===== config.mk =====
export PLATFORM = sky130hd
export DESIGN_NAME = vmem_requestor
export DESIGN_NICKNAME = d
export VERILOG_FILES = /design/src/rtl/vmem_requestor.sv
export SDC_FILE = /design/constraint.sdc
export NUM_CORES = 1
export LEC_CHECK = 0
export BUFFER_PORTS_ARGS = -buffer_cell sky130_fd_sc_hd__buf_4
export CORE_AREA = 3 3 93 95
export CTS_BUF_LIST = sky130_fd_sc_hd__clkbuf_4 sky130_fd_sc_hd__clkbuf_8
export CTS_CLUSTER_SIZE = 25
export DETAILED_ROUTE_END_ITERATION = 10
export DIE_AREA = 0 0 96 98
export GPL_TIMING_DRIVEN = 0
export PLACE_DENSITY = 0.76
export SLEW_MARGIN = 20
export SYNTH_ARGS = -nofsm -noshare
export SYNTH_HDL_FRONTEND = slang
export SYNTH_SLANG_ARGS = --single-unit

===== constraint.sdc =====
create_clock -name clk_i -period 1.9 [get_ports clk_i]
set_clock_uncertainty 0.2 [all_clocks]
set_input_delay 0 -clock clk_i [delete_from_list [all_inputs] [get_ports clk_i]]
set_output_delay 0 -clock clk_i [all_outputs]
set_load 0.01 [all_outputs]

===== src/rtl/vmem_requestor.sv =====
// Memory requestor: turns one read/write command into a burst between the lane streams and memory.
// Optional macro VMEM_REQ_ADDR_CHECK_EN rejects incrementing commands that run past ADDR_RANGE.
module vmem_requestor #(
    parameter int unsigned ADDR_RANGE   = 32768,
    parameter int unsigned LENGTH_RANGE = 32,
    parameter int unsigned BUS_WIDTH    = 32,
    localparam int unsigned AW = $clog2(ADDR_RANGE),
    localparam int unsigned LW = $clog2(LENGTH_RANGE) + 1
) (
    input  logic                 clk_i,
    input  logic                 rst_i,
    input  logic                 cmd_valid_i,
    output logic                 cmd_ready_o,
    input  logic                 cmd_rd_i,
    input  logic [AW-1:0]        cmd_addr_i,
    input  logic [LW-1:0]        cmd_length_i,
    input  logic [1:0]           cmd_mode_i,
    input  logic                 wdata_valid_i,
    output logic                 wdata_ready_o,
    input  logic [BUS_WIDTH-1:0] wdata_i,
    output logic                 rdata_valid_o,
    output logic [BUS_WIDTH-1:0] rdata_o,
    input  logic                 rdata_ready_i,
    output logic                 done_o,
    output logic                 cmd_err_o,
    output logic                 wr_o,
    output logic                 rd_o,
    output logic                 rddataready_o,
    output logic [BUS_WIDTH-1:0] wrdata_o,
    output logic [AW-1:0]        addr_o,
    output logic [LW-1:0]        length_o,
    output logic [1:0]           mode_in_o,
    input  logic                 ready_i,
    input  logic                 rddatavalid_i,
    input  logic [BUS_WIDTH-1:0] rddata_i
);

    typedef enum logic [2:0] {StIdle, StRdReq, StRdData, StWrData, StDone} state_e;

    state_e               state_q;
    logic [AW-1:0]        addr_q;
    logic [LW-1:0]        len_q;
    logic [LW-1:0]        cnt_q;
    logic [1:0]           mode_q;
    logic                 rvalid_q;
    logic [BUS_WIDTH-1:0] rdata_q;
    logic                 done_q;
    logic                 err_q;

    logic cmd_fire;
    logic cmd_bad;
    logic wr_beat;
    logic rd_beat;
    logic last_beat;

    assign cmd_fire = cmd_valid_i && cmd_ready_o;

`ifdef VMEM_REQ_ADDR_CHECK_EN
    logic [AW:0] cmd_end;
    assign cmd_end = {1'b0, cmd_addr_i} + (AW+1)'(cmd_length_i);
    assign cmd_bad = (cmd_mode_i == 2'd1) && (cmd_end > (AW+1)'(ADDR_RANGE));
`else
    assign cmd_bad = 1'b0;
`endif

    // Handshake outputs are forced low while reset is held.
    always_comb begin
        cmd_ready_o   = 1'b0;
        wr_o          = 1'b0;
        rd_o          = 1'b0;
        wdata_ready_o = 1'b0;
        rddataready_o = 1'b0;
        if (!rst_i) begin
            case (state_q)
                StIdle:   cmd_ready_o = 1'b1;
                StRdReq:  rd_o = 1'b1;
                StRdData: rddataready_o = !rvalid_q || rdata_ready_i;
                StWrData: begin
                    wr_o          = wdata_valid_i;
                    wdata_ready_o = ready_i;
                end
                default: ;
            endcase
        end
    end

    assign wr_beat   = wr_o && ready_i;
    assign rd_beat   = rddataready_o && rddatavalid_i;
    assign last_beat = (cnt_q == len_q - LW'(1));

    assign wrdata_o      = wdata_i;
    assign addr_o        = addr_q;
    assign length_o      = len_q;
    assign mode_in_o     = mode_q;
    assign rdata_o       = rdata_q;
    assign rdata_valid_o = rvalid_q && !rst_i;
    assign done_o        = done_q && !rst_i;
    assign cmd_err_o     = err_q && !rst_i;

    always_ff @(posedge clk_i) begin
        if (rst_i) begin
            state_q  <= StIdle;
            addr_q   <= '0;
            len_q    <= '0;
            mode_q   <= '0;
            cnt_q    <= '0;
            rvalid_q <= 1'b0;
            rdata_q  <= '0;
            done_q   <= 1'b0;
            err_q    <= 1'b0;
        end else begin
            done_q <= (state_q == StDone);
            err_q  <= cmd_fire && cmd_bad;
            // One-entry output buffer; the final beat may drain after done.
            if (rd_beat) begin
                rvalid_q <= 1'b1;
                rdata_q  <= rddata_i;
            end else if (rdata_ready_i) begin
                rvalid_q <= 1'b0;
            end
            case (state_q)
                StIdle: begin
                    if (cmd_fire && !cmd_bad) begin
                        addr_q <= cmd_addr_i;
                        len_q  <= cmd_length_i;
                        mode_q <= cmd_mode_i;
                        cnt_q  <= '0;
                        if (cmd_length_i == '0) begin
                            state_q <= StDone;
                        end else if (cmd_rd_i) begin
                            state_q <= StRdReq;
                        end else begin
                            state_q <= StWrData;
                        end
                    end
                end
                StRdReq: begin
                    if (ready_i) state_q <= StRdData;
                end
                StRdData: begin
                    if (rd_beat) begin
                        cnt_q <= cnt_q + LW'(1);
                        if (last_beat) state_q <= StDone;
                    end
                end
                StWrData: begin
                    if (wr_beat) begin
                        cnt_q <= cnt_q + LW'(1);
                        if (last_beat) state_q <= StDone;
                    end
                end
                StDone:  state_q <= StIdle;
                default: state_q <= StIdle;
            endcase
        end
    end

endmodule


==> metrics.csv <==
metric;value;unit
status;finished, violations left;
violations;setup timing;
die_h;98;um
core-area;7810;um^2
synthAdderAreaFrac;0.805;%
drtIter0Drc;88;
yosys-top-cells-area;dfxtp_1 (43%), nand3b_1 (13%), buf_4 (8.0%), nand2_1 (6.6%), o21ai_0 (6.1%);
p_total;3810;uW
grt.total_usage;22.4;%
avgRoutedWirePerCell;14.4;um
ys_top_cells_by_count;dfxtp_1 (66), nand2_1 (55), nand3b_1 (54), inv_1 (38), o21ai_0 (38);
holdPathEnd;rdata_o[9];
syn-cell-area;3110;um^2
dieWidth;96;um
synth_mux_area_share;0;%
path_buf_inv;0;
fill_cells;538;
min_path_type;in -> reg;
first_global_vias;3620;
synth_top_family_by_area;simple AND/OR/NAND/NOR gates;
p_int;2830;uW
r2r_start;length_o[0];
slew_headroom;65.3;%
antenna_cells;0;
reg2reg_slack;-330;ps
fp-row-count;32;
clk_latency;340;ps
pre_cts_ws;-327;ps
p_sw_share;25.7;%
crit_chain;or4_4 -> or3_4 -> a2111o_1 -> o31ai_2 -> a21oi_1;
reg2reg_depth;5;
yosysUniqueCellTypes;36;
htree_num_levels;3;
synth_xor_area_share;1.97;%
drtAntennaViolNets;0;
slowest_stage;or4_4;
p_leak;0.00270;uW
synth_warnings;0;
final_util;72.4;%
finalHoldViolCount;0;
critPathMaxStageDelay;530;ps
cts_buffers;9;
finalCritPeriodShare;117;%
post-route-min-period;2230;ps
endpoint_kind;flip-flop;
pwr-share-clk;38.3;%
clockRootBuffer;clkbuf_8;
power_frac_seq;39.6;%
rsz0062_at_grt;yes;
nets;736;
synth_top_area_share;42.5;%
ys.flop_type;dfxtp_1;
drv_slew;0;
powerDensity;673;nW/um^2
gr-total-overflow;0;
setup_viol;9;
antenna_found_initial;0;
critical_path_class;reg -> reg;
clkSinkCount;66;
yosys.area.top_type;dfxtp_1;
timing.hold.ws;55.8;ps
ios;190;
drive_gt1_share;36.6;%
cp_max_fo;2;
fin_area;5650;um^2
cp.arrival;2270;ps
routabilityCongestion;0.813;
synth_most_common_cell;dfxtp_1;
viasPerCell;4.78;
drc;0;
path_clk_slew;80;ps
cpLargestDelayFamily;simple AND/OR/NAND/NOR gates;
place_area;4430;um^2
min_from;rddatavalid_i;
worstHoldPathCells;4;
yosys.area_share.simple;27.3;%
synth_cells;382;
port_buffers;155;
critPathLaunchType;flip-flop;
avgSynthCellArea;8.13;um^2
timing.rr.end;state_q[1];
drt-total-wl;10700;um
drv_cap;0;
place_hpwl;6790;um
drt_pre_antenna_iters;5;
setup_slack;-331;ps
grt_pass1_wl;16700;um
switchingPower;976;uW
synth_compound_area_share;11.9;%
timing.fmax;448;MHz
synth_nets;479;
start_util;39.8;%
die_area;9410;um^2
required;1940;ps
area_growth;82.0;%
clockBufferDepth;2;
synth-edff-count;0;
cts_tree;built;
irDropWorstVdd;469;uV
grt_max_degree;14;
synth-async-reset-ratio;0;%
worst_pin_slew;521;ps
synth-seq-cells;66;
num_vias;3569;
pwr-share-comb;22.1;%
synth-seq-area-share;42.5;%
## routing by layer
metal  GRT usage (%)  wire (um)
met3            4.78        759
met1            23.8       4070
met2            40.8       5550
met4            10.9        350
met5               0          0
## logic make-up (layout without fill, tap and decap cells)
logic type	after synthesis	in the layout
DFF	66	66
and+or+nand+nor	149	149
adders and majority gates	2	2
buffers and inverters	94	356
AOI/OAI and AO/OA	63	63
xor gates and xnor gates	7	7
other	1	1
## registers in the layout, indices dropped and copies added (netlist names)
register	cells
addr_o	15
cnt_q	6
done_q	1
length_o	6
mode_in_o	2
rdata_o	32
rvalid_q	1
state_q	3
## repair_timing
item	4_1_cts	5_1_grt
endpoints found under the setup margin	59	62
pin swaps	3	1
gates resized for setup	20	11
setup buffers	1	0
endpoints found under the hold margin	95	0
hold buffers	91	0
## cell type report
type                    count  area (um^2)  share of cell area, %
multi-input cells         222         1370                   24.2
flip-flops and latches     66         1330                   23.5
repair buffers            247         2080                   36.8
plain buffers              55          357                   6.31
clock inverters             7          125                   2.21
clock buffers               9          124                   2.19
inverters                  38          143                   2.52
well taps                 102          128                   2.26
## cells in the final DEF (no fill, tap or decap), types with 2 or more instances in the layout
| master | instances |
|---|---|
| buf_4 | 189 |
| dlygate4sd3_1 | 91 |
| dfxtp_1 | 63 |
| nand2_1 | 55 |
| nand3b_1 | 54 |
| inv_1 | 38 |
| o21ai_0 | 37 |
| clkbuf_1 | 9 |
| clkbuf_8 | 9 |
| clkbuf_2 | 7 |
| nor3_1 | 6 |
| nor2_1 | 6 |
| a21oi_1 | 6 |
| o21a_1 | 5 |
| clkbuf_4 | 4 |
| xor2_1 | 4 |
| nand2b_1 | 3 |
| o31ai_2 | 3 |
| xnor2_1 | 3 |
| o31ai_1 | 3 |
| clkinv_4 | 3 |
| bufinv_16 | 3 |
| buf_2 | 2 |
| and3b_1 | 2 |
| nor2b_1 | 2 |
| and2_2 | 2 |
| or4_1 | 2 |
| a31oi_1 | 2 |
| or2_2 | 2 |
| nor4_1 | 2 |
| nand3_1 | 2 |
| or3_1 | 2 |
| ha_1 | 2 |
| dfxtp_2 | 2 |
## how the worst max path moves through the flow
stage / to / cells past startpoint / slack, ps / from
after floorplan: state_q[1] / 5 / -230 / length_o[0]
after global placement: state_q[1] / 5 / -330 / length_o[0]
after detailed placement: state_q[1] / 5 / -330 / length_o[0]
after CTS: state_q[1] / 5 / -340 / length_o[0]
after global routing: state_q[1] / 5 / -400 / length_o[0]
final: state_q[1] / 5 / -330 / length_o[0]
## power groups by stage
stage	Combinational (uW)	Clock, uW	Sequential, uW
5_1_grt	913	1550	1520
4_1_cts	822	1480	1510
6_report	842	1460	1510
2_1_floorplan	301	0	1560
3_5_place_dp	649	0	1540
3_3_place_gp	638	0	1530
## tightest hold or removal path, cell delays in order
cell and delay, ps:
buf_4 80, nand2_1 80, clkbuf_1 220, o21ai_0 170
## stage by stage
stage,cells,setup TNS [ps]
after floorplan,382,-550
after global routing,746,-4530
final,746,-998
after detailed placement,639,-12860
after CTS,746,-985
after global placement,639,-11680
Power figures use the tool's default switching activity.
